$ cat config.mk
export PLATFORM = sky130hd
export DESIGN_NAME = seg_display_mux
export DESIGN_NICKNAME = d
export VERILOG_FILES = /design/src/rtl/seg_display_pkg.sv /design/src/rtl/refresh_tick.sv /design/src/rtl/seg_display_mux.sv
export SDC_FILE = /design/constraint.sdc
export NUM_CORES = 1
export LEC_CHECK = 0
export BUFFER_PORTS_ARGS = -buffer_cell sky130_fd_sc_hd__buf_2
export CAP_MARGIN = 20
export CORE_ASPECT_RATIO = 0.8
export CORE_MARGIN = 5
export CORE_UTILIZATION = 55
export CTS_BUF_LIST = sky130_fd_sc_hd__clkbuf_4
export DETAILED_ROUTE_END_ITERATION = 12
export PLACE_DENSITY = 0.76
export SYNTH_ARGS = -nofsm -noshare
export SYNTH_HDL_FRONTEND = slang
export SYNTH_HIERARCHICAL = 1
export SYNTH_SLANG_ARGS = --single-unit
$ cat constraint.sdc
create_clock -name clk -period 6.65 [get_ports clk]
set_input_delay 0.9975 -clock clk [delete_from_list [all_inputs] [get_ports clk]]
set_output_delay 0.9975 -clock clk [all_outputs]
set_load 0.02 [all_outputs]
$ cat src/rtl/seg_display_pkg.sv
// Shared defaults and width helpers for the seven-segment display multiplexer.
package seg_display_pkg;

  localparam int unsigned DefNumDigits  = 4;
  localparam int unsigned DefSegW       = 7;
  localparam int unsigned DefRefreshDiv = 50000;
  localparam int unsigned DefBlankCyc   = 16;
  localparam logic        DefAnAct      = 1'b1;
  localparam logic        DefSegAct     = 1'b1;

  function automatic int unsigned cnt_width(input int unsigned refresh_div);
    return $clog2(refresh_div);
  endfunction

  function automatic int unsigned idx_width(input int unsigned num_digits);
    return (num_digits > 1) ? $clog2(num_digits) : 1;
  endfunction

endpackage

$ cat src/rtl/refresh_tick.sv
// Per-digit slot counter: flags the last cycle of a slot and the leading blanking window.
module refresh_tick
  import seg_display_pkg::*;
#(
  parameter int unsigned REFRESH_DIV = DefRefreshDiv,
  parameter int unsigned BLANK_CYC   = DefBlankCyc
) (
  input  logic clk,
  input  logic rst,
  output logic o_slot_end,
  output logic o_blank
);

  localparam int unsigned       CntW   = cnt_width(REFRESH_DIV);
  localparam logic [CntW-1:0]   CntMax = CntW'(REFRESH_DIV - 1);

  logic [CntW-1:0] r_cnt;

  always_ff @(posedge clk or posedge rst) begin
    if (rst) begin
      r_cnt <= '0;
    end else if (o_slot_end) begin
      r_cnt <= '0;
    end else begin
      r_cnt <= r_cnt + CntW'(1);
    end
  end

  assign o_slot_end = (r_cnt == CntMax);

  // A zero-length blanking window would make the compare constant, so tie it off.
  if (BLANK_CYC == 0) begin : g_no_blank
    assign o_blank = 1'b0;
  end else begin : g_blank
    localparam logic [CntW-1:0] BlankEnd = CntW'(BLANK_CYC);
    assign o_blank = (r_cnt < BlankEnd);
  end

endmodule

$ cat src/rtl/seg_display_mux.sv
// Time-multiplexed N-digit seven-segment driver with blanking, per-digit enable,
// configurable polarity and frame-synchronous double buffering.
module seg_display_mux
  import seg_display_pkg::*;
#(
  parameter int unsigned NUM_DIGITS  = DefNumDigits,
  parameter int unsigned SEG_W       = DefSegW,
  parameter int unsigned REFRESH_DIV = DefRefreshDiv,
  parameter int unsigned BLANK_CYC   = DefBlankCyc,
  parameter logic        AN_ACT      = DefAnAct,
  parameter logic        SEG_ACT     = DefSegAct
) (
  input  logic                        clk,
  input  logic                        rst,
  input  logic [NUM_DIGITS*SEG_W-1:0] data_in,
  input  logic [NUM_DIGITS-1:0]       dp_in,
  input  logic [NUM_DIGITS-1:0]       digit_en,
  input  logic                        load,
  output logic [NUM_DIGITS-1:0]       an,
  output logic [SEG_W-1:0]            seg,
  output logic                        dp,
  output logic                        frame_done
);

  localparam int unsigned           IdxW   = idx_width(NUM_DIGITS);
  localparam logic [IdxW-1:0]       IdxMax = IdxW'(NUM_DIGITS - 1);
  localparam logic [NUM_DIGITS-1:0] AnOff  = {NUM_DIGITS{~AN_ACT}};
  localparam logic [SEG_W-1:0]      SegOff = {SEG_W{~SEG_ACT}};

  logic w_slot_end;
  logic w_blank;
  logic w_frame_end;

  refresh_tick #(
    .REFRESH_DIV(REFRESH_DIV),
    .BLANK_CYC  (BLANK_CYC)
  ) u_refresh_tick (
    .clk       (clk),
    .rst       (rst),
    .o_slot_end(w_slot_end),
    .o_blank   (w_blank)
  );

  logic [IdxW-1:0]             r_idx;
  logic [NUM_DIGITS*SEG_W-1:0] r_shd_data, r_act_data;
  logic [NUM_DIGITS-1:0]       r_shd_dp, r_act_dp;
  logic [NUM_DIGITS-1:0]       r_shd_en, r_act_en;
  logic [NUM_DIGITS-1:0]       r_an;
  logic [SEG_W-1:0]            r_seg;
  logic                        r_dp;
  logic                        r_frame_done;

  assign w_frame_end = w_slot_end && (r_idx == IdxMax);

  always_ff @(posedge clk or posedge rst) begin
    if (rst) begin
      r_idx <= '0;
    end else if (w_slot_end) begin
      r_idx <= w_frame_end ? '0 : r_idx + IdxW'(1);
    end
  end

  // Shadow catches every load; active only changes between frames, and a load
  // landing exactly on the boundary bypasses the shadow so it is not lost.
  always_ff @(posedge clk or posedge rst) begin
    if (rst) begin
      r_shd_data <= '0;
      r_shd_dp   <= '0;
      r_shd_en   <= '0;
      r_act_data <= '0;
      r_act_dp   <= '0;
      r_act_en   <= '0;
    end else begin
      if (load) begin
        r_shd_data <= data_in;
        r_shd_dp   <= dp_in;
        r_shd_en   <= digit_en;
      end
      if (w_frame_end) begin
        r_act_data <= load ? data_in  : r_shd_data;
        r_act_dp   <= load ? dp_in    : r_shd_dp;
        r_act_en   <= load ? digit_en : r_shd_en;
      end
    end
  end

  logic [NUM_DIGITS-1:0] w_sel;
  logic [SEG_W-1:0]      w_slice;
  logic                  w_en;
  logic                  w_dp;
  logic                  w_lit;

  always_comb begin
    w_sel   = '0;
    w_slice = '0;
    w_en    = 1'b0;
    w_dp    = 1'b0;
    for (int i = 0; i < NUM_DIGITS; i++) begin
      if (r_idx == IdxW'(i)) begin
        w_sel[i] = 1'b1;
        w_slice  = r_act_data[(NUM_DIGITS-1-i)*SEG_W +: SEG_W];
        w_en     = r_act_en[i];
        w_dp     = r_act_dp[i];
      end
    end
    w_lit = w_en & ~w_blank;
  end

  always_ff @(posedge clk or posedge rst) begin
    if (rst) begin
      r_an         <= AnOff;
      r_seg        <= SegOff;
      r_dp         <= ~SEG_ACT;
      r_frame_done <= 1'b0;
    end else begin
      r_an         <= w_lit ? (w_sel ^ AnOff) : AnOff;
      r_seg        <= (w_lit ? w_slice : '0) ^ SegOff;
      r_dp         <= (w_lit & w_dp) ^ ~SEG_ACT;
      r_frame_done <= w_frame_end;
    end
  end

  assign an         = r_an;
  assign seg        = r_seg;
  assign dp         = r_dp;
  assign frame_done = r_frame_done;

endmodule

==> impl_metrics.env, run 1 <==
export IMPL_fin_crit_sh=0.491
export IMPL_start_util=0.567
export IMPL_fin_skew_ps=21.5
export IMPL_syn_area_um2=4230
export IMPL_regArea_um2=2580
export IMPL_yosysWarningCount=6
export IMPL_syn_inst=298
export IMPL_cts_resized=0
export IMPL_outcome="finished, final reports clean"
export IMPL_combPwrFrac=0.059
export IMPL_cts_max_path_buffers=2
export IMPL_synthArstFlopShare=1.00
export IMPL_viasPerCell=5.28
export IMPL_grt_max_degree=88
export IMPL_drtPass1Iterations=4
export IMPL_synth_simple_area_share=0.0686
export IMPL_post_route_util=0.631
export IMPL_cts_tree="done"
export IMPL_antenna_found_initial=0
export IMPL_worst_pin_slew_ps=838
export IMPL_power_leakage_nw=2.27
export IMPL_gp_congestion=0.848
export IMPL_ir_drop_v=0.000102
export IMPL_drive_above_1_share=0.417
export IMPL_pwr_share_seq=0.633
export IMPL_synth_most_common_cell="dfrtp_1"
export IMPL_grtUsageMet1=0.254
export IMPL_cts_hold_buf=0
export IMPL_fill_cells=589
export IMPL_cts_buffers=9
export IMPL_grt_pass1_wl_um=12800
export IMPL_rsz0062_at_grt="no"
export IMPL_synthMuxAreaShare=0.189
export IMPL_start_kind="flip-flop"
export IMPL_p_sw_frac=0.231
export IMPL_p_int_mw=0.793
export IMPL_synth_seq_cells=103
export IMPL_critPathMaxFanout=20
export IMPL_ant_nets=0
export IMPL_cp_arrival_ps=3610
export IMPL_crit_required_ps=6990
export IMPL_hpwl_um=5180
export IMPL_grtUsageMet2=0.253
export IMPL_synth_area_leaders="dfrtp_1, mux2_2, xnor2_1"
export IMPL_crit_type="flip-flop to flip-flop"
export IMPL_coreArea_um2=7460
export IMPL_cts_clk_slew_worst_paths_ps=130
export IMPL_clock_power_share=0.307
export IMPL_multi_input_area_um2=1520
export IMPL_use_met3=0.0576
export IMPL_slew_viol_final=0
export IMPL_clock_latency_ps=450
export IMPL_hp_class="flip-flop to flip-flop"
export IMPL_yosysTopAreaCell="dfrtp_1"
export IMPL_syn_area_per_cell_um2=14.2
export IMPL_synth_fa_ha_area_frac=0.0148
export IMPL_drc=0
export IMPL_dieArea_um2=9550
export IMPL_synth_flop_cell="dfrtp_1"
export IMPL_p_switching_mw=0.238
export IMPL_syn_nets=342
export IMPL_synth_cell_types=35
export IMPL_ys_seq_area_frac=0.609
export IMPL_tns_ps=0
export IMPL_powerDensity_nw_per_um2=219
export IMPL_synth_compound_area_frac=0.0580
export IMPL_cap_violations=0
export IMPL_busiest_layer="met1"
export IMPL_pin_count=52
export IMPL_cts_root_buf="clkbuf_4"
export IMPL_period_needed_ps=3270
export IMPL_drt_total_wl_um=7480
export IMPL_drt_iter0_markers=154
export IMPL_grt_pass1_vias=2535
export IMPL_io_buffers=51
export IMPL_yosys_top_cells_count="dfrtp_1, mux2_2, nor2_1"
export IMPL_synth_xor_area_frac=0.0290
export IMPL_wl_per_cell_um=16.3
export IMPL_grt_usage=0.175
export IMPL_total_power_mw=1.03
export IMPL_cp_end_kind="flip-flop"
export IMPL_core_rowCount=28
export IMPL_layout_nets=394
export IMPL_final_hold_violation_count=0
export IMPL_fmax_mhz=306
export IMPL_cts_setup_buffers=0
export IMPL_die_h_um=88.4
export IMPL_insertedDiodeCount=0
export IMPL_clock_sinks=103
export IMPL_setup_violations=0
export IMPL_grt_overflow=0
export IMPL_area_growth_pct=11.4
export IMPL_relSlewSlack=0.441
export IMPL_netlist_area_leader_share=0.609
export IMPL_synth_edf_count=0
export IMPL_die_w_um=108
export IMPL_htreeDepth=3
export IMPL_synth_top_family_by_area="multiplexers"
export IMPL_num_vias=2427
## cells in the final DEF (no fill, tap or decap), types with 2 or more instances in the layout
| cell | n |
|---|---|
| a22oi_1 | 8 |
| o22ai_1 | 6 |
| and2_1 | 2 |
| nand3_1 | 5 |
| buf_2 | 51 |
| ha_1 | 5 |
| xnor2_1 | 8 |
| buf_4 | 2 |
| nor3_1 | 5 |
| mux2_2 | 71 |
| nor3b_1 | 2 |
| clkbuf_4 | 9 |
| nor2b_1 | 2 |
| clkinv_4 | 2 |
| a211oi_1 | 6 |
| nor4_2 | 2 |
| nand4_1 | 4 |
| dfrtp_1 | 103 |
| clkinv_1 | 2 |
| inv_1 | 11 |
| o21ai_0 | 3 |
| xor2_1 | 6 |
| nand2_1 | 6 |
| nor2_1 | 18 |
## critical path: stages, from the launching register on
cell and delay, ps:
dfrtp_1 420, ha_1 210, nand3_1 270, nor4_4 710, and2_1 780, buf_4 400, mux2_2 370
## metal layers
metal / vias up / wire length, um
met3: 10 / 424
met1: 1206 / 3740
met2: 54 / 3220
li1: 1157 / -
met4: 0 / 98
met5: - / 0
## per-stage QoR
step / hold WS [ps] / std cells / cell area [um^2] / worst slack, ps
3_5_place_dp: 486 / 443 / 4550 / 3400
2_1_floorplan: 455 / 298 / 4230 / 3400
6_report: 513 / 460 / 4710 / 3380
3_3_place_gp: 468 / 443 / 4550 / 3510
4_1_cts: 513 / 459 / 4680 / 3380
5_1_grt: 499 / 460 / 4710 / 3140
## cell families (layout without fill, tap and decap cells)
family,count (synthesis),in the layout
xor+xnor,14,14
compound gates,28,28
fa+ha+maj,5,5
mux,71,71
flops,103,103
simple gates,52,52
buf+inv,25,82
## power groups by stage
stage	logic, mW	registers, mW	clock network [mW]
after floorplan	0.0394	0.663	0
after global placement	0.0594	0.664	0
after detailed placement	0.0610	0.665	0
after CTS	0.0611	0.653	0.325
after global routing	0.0693	0.656	0.355
final	0.0611	0.653	0.317
## path summary, 6_finish.rpt
kind | start | endpoint | slack, ps | cells past startpoint
max in group asynchronous | rst | r_act_data[27] | 5560 | 4
worst max-delay path | u_refresh_tick/r_cnt[0] | r_act_data[12] | 3380 | 6
worst max register to register | u_refresh_tick/r_cnt[0] | r_act_data[12] | 3380 | 6
worst min-delay path | r_shd_data[25] | r_shd_data[25] | 510 | 1
worst min register to register | r_shd_data[25] | r_shd_data[25] | 510 | 1
min in group asynchronous | rst | an[3] | 520 | 3
## registers in the layout (all words and copies together), names as in the netlist, 2 cells and up
signal	flops
r_act_data	28
r_shd_data	28
u_refresh_tick/r_cnt	16
seg	7
an	4
r_act_dp	4
r_act_en	4
r_shd_dp	4
r_shd_en	4
r_idx	2
## cell type report
type | instances | area share
flip-flops and latches | 103 | 0.547
multi-input cells | 170 | 0.323
repair buffers | 54 | 0.0632
well taps | 105 | 0.0279
clock inverters | 7 | 0.0151
clock buffers | 9 | 0.0143
inverters | 12 | 0.00982
Power figures use the tool's default switching activity.
==> inputs of run 2 (changes only) <==
--- a/config.mk
+++ b/config.mk
@@ -9,10 +9,10 @@
 export CAP_MARGIN = 20
 export CORE_ASPECT_RATIO = 0.8
 export CORE_MARGIN = 5
-export CORE_UTILIZATION = 55
+export CORE_UTILIZATION = 54
 export CTS_BUF_LIST = sky130_fd_sc_hd__clkbuf_4
 export DETAILED_ROUTE_END_ITERATION = 12
-export PLACE_DENSITY = 0.76
+export PLACE_DENSITY = 0.78
 export SYNTH_ARGS = -nofsm -noshare
 export SYNTH_HDL_FRONTEND = slang
 export SYNTH_HIERARCHICAL = 1
==> constraint.sdc (replaced) <==
create_clock -name clk -period 2.9 [get_ports clk]
set_input_delay 0.435 -clock clk [delete_from_list [all_inputs] [get_ports clk]]
set_output_delay 0.435 -clock clk [all_outputs]
set_load 0.02 [all_outputs]
==> run 2 against run 1 <==
- core utilization grew 0.41 points
- final cell count grew 0.22%
- sequential power grew 130%
- wire length grew 0.90%
- first-iteration DRC count shrank 19%
- die area grew 1.7%
- non-clock buffer count grew 1
- worst setup slack lost 2700 ps
- critical path type unchanged
- critical endpoint is now r_act_data[11]
==> impl_metrics.env, run 2 (synthesis results as in run 1) <==
export IMPL_outcome="finished, final reports clean"
export IMPL_grt_overflow=0
export IMPL_clock_latency_ps=430
export IMPL_ant_nets=0
export IMPL_drt_total_wl_um=7550
export IMPL_pin_count=52
export IMPL_pwr_share_seq=0.600
export IMPL_reg2reg_depth=6
export IMPL_final_hold_violation_count=0
export IMPL_wl_per_cell_um=16.4
export IMPL_crit_required_ps=3230
export IMPL_met2_wirelength_um=3430
export IMPL_ir_drop_v=0.000398
export IMPL_drt_iter0_markers=124
export IMPL_start_util=0.564
export IMPL_viasPerCell=5.35
export IMPL_drive_above_1_share=0.424
export IMPL_place_area_um2=4590
export IMPL_area_growth_pct=12.7
export IMPL_tns_ps=0
export IMPL_post_route_util=0.636
export IMPL_cts_buffers=9
export IMPL_die_h_um=89.2
export IMPL_dieArea_um2=9710
export IMPL_grt_pass1_wl_um=12800
export IMPL_crit_type="flip-flop to flip-flop"
export IMPL_cts_hold_buf=0
export IMPL_cts_root_buf="clkbuf_4"
export IMPL_fmax_mhz=451
export IMPL_cts_clk_slew_worst_paths_ps=160
export IMPL_num_vias=2466
export IMPL_io_buffers=51
export IMPL_coreArea_um2=7500
export IMPL_period_needed_ps=2220
export IMPL_powerDensity_nw_per_um2=524
export IMPL_hpwl_um=5400
export IMPL_cts_resized=0
export IMPL_grt_max_degree=51
export IMPL_gp_congestion=0.835
export IMPL_drtPass1Iterations=4
export IMPL_r2r_start="u_refresh_tick/r_cnt[0]"
export IMPL_clock_sinks=103
export IMPL_combPwrFrac=0.056
export IMPL_die_w_um=109
export IMPL_cts_tree="done"
export IMPL_most_common_layout_cells="dfrtp_1, mux2_2, buf_2"
export IMPL_grt_pass1_vias=2578
export IMPL_fin_skew_ps=13.4
export IMPL_critPathMaxFanout=38
export IMPL_hp_class="primary input to async pin"
export IMPL_antenna_found_initial=0
export IMPL_drc=0
export IMPL_htreeDepth=3
export IMPL_largestRegisters="r_act_data: 28 flops, r_shd_data: 28 flops, u_refresh_tick/r_cnt: 16 flops"
export IMPL_grt_usage=0.173
export IMPL_start_kind="flip-flop"
export IMPL_whs_ps=63.7
export IMPL_p_sw_frac=0.229
export IMPL_maxUsedRoutingLayer="met4"
export IMPL_r2r_slack_ps=680
export IMPL_cap_violations=0
export IMPL_worst_pin_slew_ps=821
export IMPL_setup_ws_ps=683
export IMPL_final_area_um2=4760
export IMPL_dp_slack_ps=696
export IMPL_core_rowCount=28
export IMPL_p_int_mw=1.93
export IMPL_slew_viol_final=0
export IMPL_cts_max_path_buffers=2
export IMPL_insertedDiodeCount=0
export IMPL_layout_nets=395
export IMPL_setup_violations=0
export IMPL_relSlewSlack=0.452
export IMPL_final_common_cell="dfrtp_1"
export IMPL_wl_met3_um=333
export IMPL_cp_arrival_ps=2550
export IMPL_cp_end_kind="flip-flop"
export IMPL_r2r_end="r_act_data[11]"
export IMPL_clock_power_share=0.345
export IMPL_wirelength_met1_um=3710
export IMPL_p_switching_mw=0.571
export IMPL_cts_setup_buffers=0
export IMPL_fin_crit_sh=0.765
export IMPL_total_power_mw=2.50
export IMPL_instances_no_fill=461
export IMPL_power_leakage_nw=2.30
export IMPL_dp_cells=445
export IMPL_rsz0062_at_grt="no"
[run 2: cell count changes in the layout (fill, tap and decap cells not counted), sizes merged]
| cell | delta |
|---|---|
| buf | +1 |
| bufinv | +1 |
| clkinv | -3 |
| clkinvlp | -1 |
| inv | +3 |
[run 2: area by class of cell]
cell class	count	area [um^2]
Inverter	12	46.3
Clock buffer	9	67.6
Fill cell	596	2730
Tap cell	105	131
Timing Repair Buffer	55	310
Clock inverter	7	111
Sequential cell	103	2580
Multi-Input combinational cell	170	1520
[run 2: routing by layer]
layer,track usage,vias up
li1,-,1161
met1,0.247,1247
met2,0.270,53
met3,0.0397,5
met4,0.0482,0
met5,0,-
[run 2: critical path, stage by stage, from the launching register on]
cell     delay (ps)
dfrtp_1         420
ha_1            200
nand3_1         280
nor4_4          390
and2_1          220
buf_12          240
mux2_2          360
[run 2: power groups by stage]
| stage | sequential [mW] | combinational, mW | clock [mW] |
|---|---|---|---|
| 3_3_place_gp | 1.52 | 0.139 | 0 |
| 2_1_floorplan | 1.52 | 0.0904 | 0 |
| 5_1_grt | 1.50 | 0.159 | 0.951 |
| 3_5_place_dp | 1.53 | 0.143 | 0 |
| 6_report | 1.50 | 0.139 | 0.860 |
| 4_1_cts | 1.50 | 0.144 | 0.883 |
[run 2: how the worst max path moves through the flow]
stage	from	endpoint	slack (ps)	depth (start not counted)
2_1_floorplan	rst	an[0]	210	1
3_3_place_gp	u_refresh_tick/r_cnt[0]	r_act_data[6]	810	6
3_5_place_dp	u_refresh_tick/r_cnt[0]	r_act_data[14]	700	6
4_1_cts	u_refresh_tick/r_cnt[0]	r_act_dp[1]	670	6
5_1_grt	u_refresh_tick/r_cnt[0]	r_act_data[19]	550	6
6_report	u_refresh_tick/r_cnt[0]	r_act_data[11]	680	6
==> inputs of run 3 (changes only) <==
--- a/config.mk
+++ b/config.mk
@@ -5,14 +5,15 @@
 export SDC_FILE = /design/constraint.sdc
 export NUM_CORES = 1
 export LEC_CHECK = 0
+export ABC_AREA = 1
 export BUFFER_PORTS_ARGS = -buffer_cell sky130_fd_sc_hd__buf_2
 export CAP_MARGIN = 20
 export CORE_ASPECT_RATIO = 0.8
 export CORE_MARGIN = 5
-export CORE_UTILIZATION = 54
+export CORE_UTILIZATION = 55
 export CTS_BUF_LIST = sky130_fd_sc_hd__clkbuf_4
 export DETAILED_ROUTE_END_ITERATION = 12
-export PLACE_DENSITY = 0.78
+export PLACE_DENSITY = 0.76
 export SYNTH_ARGS = -nofsm -noshare
 export SYNTH_HDL_FRONTEND = slang
 export SYNTH_HIERARCHICAL = 1
==> constraint.sdc (replaced) <==
create_clock -name clk -period 2.2 [get_ports clk]
set_input_delay 0.33 -clock clk [delete_from_list [all_inputs] [get_ports clk]]
set_output_delay 0.33 -clock clk [all_outputs]
set_load 0.02 [all_outputs]
==> run 3 against run 2 <==
- critical path depth grew 4
- clock power is 23% higher
- synthesized area grew 9.9%
- critical endpoint is now r_act_data[14]
- combinational power grew 32%
- largest power group unchanged
- fmax up 15%
- largest cell class unchanged
==> impl_metrics.env, run 3 <==
export IMPL_setup_ws_ps=270
export IMPL_cpMaxStageDelayCell="dfrtp_1"
export IMPL_critPathMaxFanout=36
export IMPL_cp_cell_sequence="ha_1, nand3_2, nor2_1, nand2_1, inv_2, nand2_1, inv_2, buf_6, nand2_1, o21ai_1"
export IMPL_drive_above_1_share=0.176
export IMPL_dp_slack_ps=215
export IMPL_grt_usage=0.191
export IMPL_start_util=0.555
export IMPL_num_vias=3522
export IMPL_reg2reg_depth=10
export IMPL_clock_power_share=0.331
export IMPL_htreeDepth=3
export IMPL_cts_setup_buffers=0
export IMPL_layout_nets=649
export IMPL_syn_area_um2=4650
export IMPL_synthArstFlopShare=1.00
export IMPL_fin_skew_ps=14.7
export IMPL_synth_flop_cell="dfrtp_1"
export IMPL_syn_area_per_cell_um2=8.34
export IMPL_tns_ps=0
export IMPL_use_met3=0.0515
export IMPL_pin_count=52
export IMPL_whs_ps=123
export IMPL_combPwrFrac=0.057
export IMPL_hp_class="primary input to flip-flop"
export IMPL_clock_latency_ps=440
export IMPL_cp_arrival_ps=2300
export IMPL_yosysTopAreaCell="dfrtp_1"
export IMPL_outcome="finished, final reports clean"
export IMPL_core_rowCount=30
export IMPL_most_common_layout_cells="nand2_1, dfrtp_1, inv_1"
export IMPL_fin_crit_sh=0.877
export IMPL_cts_max_path_buffers=2
export IMPL_final_common_cell="nand2_1"
export IMPL_instances_no_fill=721
export IMPL_hpwl_um=6590
export IMPL_drtPass1Iterations=4
export IMPL_ys_seq_area_frac=0.555
export IMPL_io_buffers=51
export IMPL_grt_overflow=0
export IMPL_p_sw_frac=0.226
export IMPL_cts_buffers=9
export IMPL_cp_num_cells=10
export IMPL_p_switching_mw=0.727
export IMPL_r2r_slack_ps=270
export IMPL_synth_seq_cells=103
export IMPL_busiest_layer="met2"
export IMPL_cp_end_kind="flip-flop"
export IMPL_crit_path_start="u_refresh_tick/r_cnt[0]"
export IMPL_yosys_top_cells_count="nand2_1, dfrtp_1, inv_1"
export IMPL_r2r_end="r_act_data[14]"
export IMPL_ir_drop_v=0.000437
export IMPL_ant_nets=0
export IMPL_coreArea_um2=8370
export IMPL_critPathBufInv=3
export IMPL_netlist_area_leader_share=0.555
export IMPL_grtUsageMet2=0.298
export IMPL_yosysWarningCount=6
export IMPL_worst_pin_slew_ps=746
export IMPL_drt_iter0_markers=130
export IMPL_largestRegisters="r_act_data: 28 flops, r_shd_data: 28 flops, u_refresh_tick/r_cnt: 16 flops"
export IMPL_grtUsageMet1=0.270
export IMPL_crit_type="flip-flop to flip-flop"
export IMPL_syn_nets=601
export IMPL_die_h_um=92.2
export IMPL_grt_max_degree=88
export IMPL_dieArea_um2=10400
export IMPL_syn_inst=557
export IMPL_gp_congestion=0.936
export IMPL_crit_required_ps=2570
export IMPL_die_w_um=113
export IMPL_setup_violations=0
export IMPL_p_int_mw=2.49
export IMPL_power_leakage_nw=2.71
export IMPL_drt_total_wl_um=9090
export IMPL_cts_tree="done"
export IMPL_drc=0
export IMPL_slew_viol_final=0
export IMPL_powerDensity_nw_per_um2=624
export IMPL_cap_violations=0
export IMPL_grt_pass1_wl_um=16200
export IMPL_insertedDiodeCount=0
export IMPL_rsz0062_at_grt="no"
export IMPL_cts_clk_slew_worst_paths_ps=150
export IMPL_wl_per_cell_um=12.6
export IMPL_period_needed_ps=1930
export IMPL_synth_edf_count=0
export IMPL_synth_most_common_cell="nand2_1"
export IMPL_relSlewSlack=0.503
export IMPL_cts_root_buf="clkbuf_4"
export IMPL_area_growth_pct=10.9
export IMPL_total_power_mw=3.22
export IMPL_final_hold_violation_count=0
export IMPL_clock_sinks=103
export IMPL_crit_top_cell="nand2_1"
export IMPL_crit_family="simple AND/OR/NAND/NOR gates"
export IMPL_r2r_start="u_refresh_tick/r_cnt[0]"
export IMPL_pwr_share_seq=0.612
export IMPL_start_kind="flip-flop"
export IMPL_synth_area_leaders="dfrtp_1, nand2_1, o21ai_1"
export IMPL_viasPerCell=4.88
export IMPL_fmax_mhz=518
export IMPL_slowest_delay_ps=440
export IMPL_synth_cell_types=28
export IMPL_grt_pass1_vias=3558
export IMPL_cp_endpoint="r_act_data[14]"
export IMPL_dp_cells=705
export IMPL_antenna_found_initial=0
-- run 3: cells by family (layout without fill, tap and decap cells) --
logic type	after synthesis	after routing	synth area share
and+or+nand+nor	266	266	0.243
AOI/OAI and AO/OA	71	71	0.0792
xor gates and xnor gates	5	5	0.00942
DFF	103	103	0.555
buffers and inverters	107	159	0.100
adders and majority gates	5	5	0.0135
-- run 3: per-layer routing --
layer,wire (um),vias to the layer above
li1,-,1791
met1,4250,1662
met4,41,0
met2,4330,65
met3,467,4
met5,0,-
-- run 3: worst min path at each step --
stage | startpoint | endpoint | slack, ps | cells past startpoint
6_report | dp_in[3] | r_shd_dp[3] | 120 | 3
5_1_grt | data_in[22] | r_shd_data[22] | 100 | 3
4_1_cts | dp_in[3] | r_shd_dp[3] | 110 | 3
3_5_place_dp | r_act_data[26] | r_act_data[26] | 460 | 2
3_3_place_gp | rst | u_refresh_tick/r_cnt[14] | 460 | 2
2_1_floorplan | rst | u_refresh_tick/r_cnt[0] | 240 | 1
-- run 3: layout make-up --
class | count | area [um^2]
fillers | 726 | 3220
flip-flops and latches | 103 | 2580
multi-input cells | 347 | 1600
repair buffers | 58 | 339
inverters | 86 | 337
well taps | 112 | 140
clock inverters | 5 | 81.3
clock buffers | 10 | 75.1
-- run 3: power by group through the flow --
stage	Combinational (mW)	Sequential [mW]	Clock (mW)
floorplan	0.120	2.00	0
global placement	0.183	2.00	0
detailed placement	0.188	2.00	0
CTS	0.190	1.97	1.09
global route	0.218	1.97	1.19
finish	0.183	1.97	1.06
-- run 3: stage by stage --
| step | utilization | instance area [um^2] |
|---|---|---|
| floorplan | - | 4650 |
| global placement | 0.595 | 4980 |
| detailed placement | 0.595 | 4980 |
| CTS | 0.615 | 5150 |
| global route | 0.616 | 5150 |
| finish | 0.616 | 5150 |
-- run 3: repair_timing --
| item | in CTS | in global routing |
|---|---|---|
| setup endpoints to repair | 0 | 15 |
| endpoints found under the hold margin | 16 | 0 |
| gates resized for setup | 0 | 1 |
| hold buffers | 1 | 0 |
-- run 3: worst reg2reg max path: cells and delay by family, from the launching register on --
family	cells	cell delay, ps
simple gates	5	600
buf+inv	3	480
compound gates	1	90
flops	1	440
fa+ha+maj	1	260
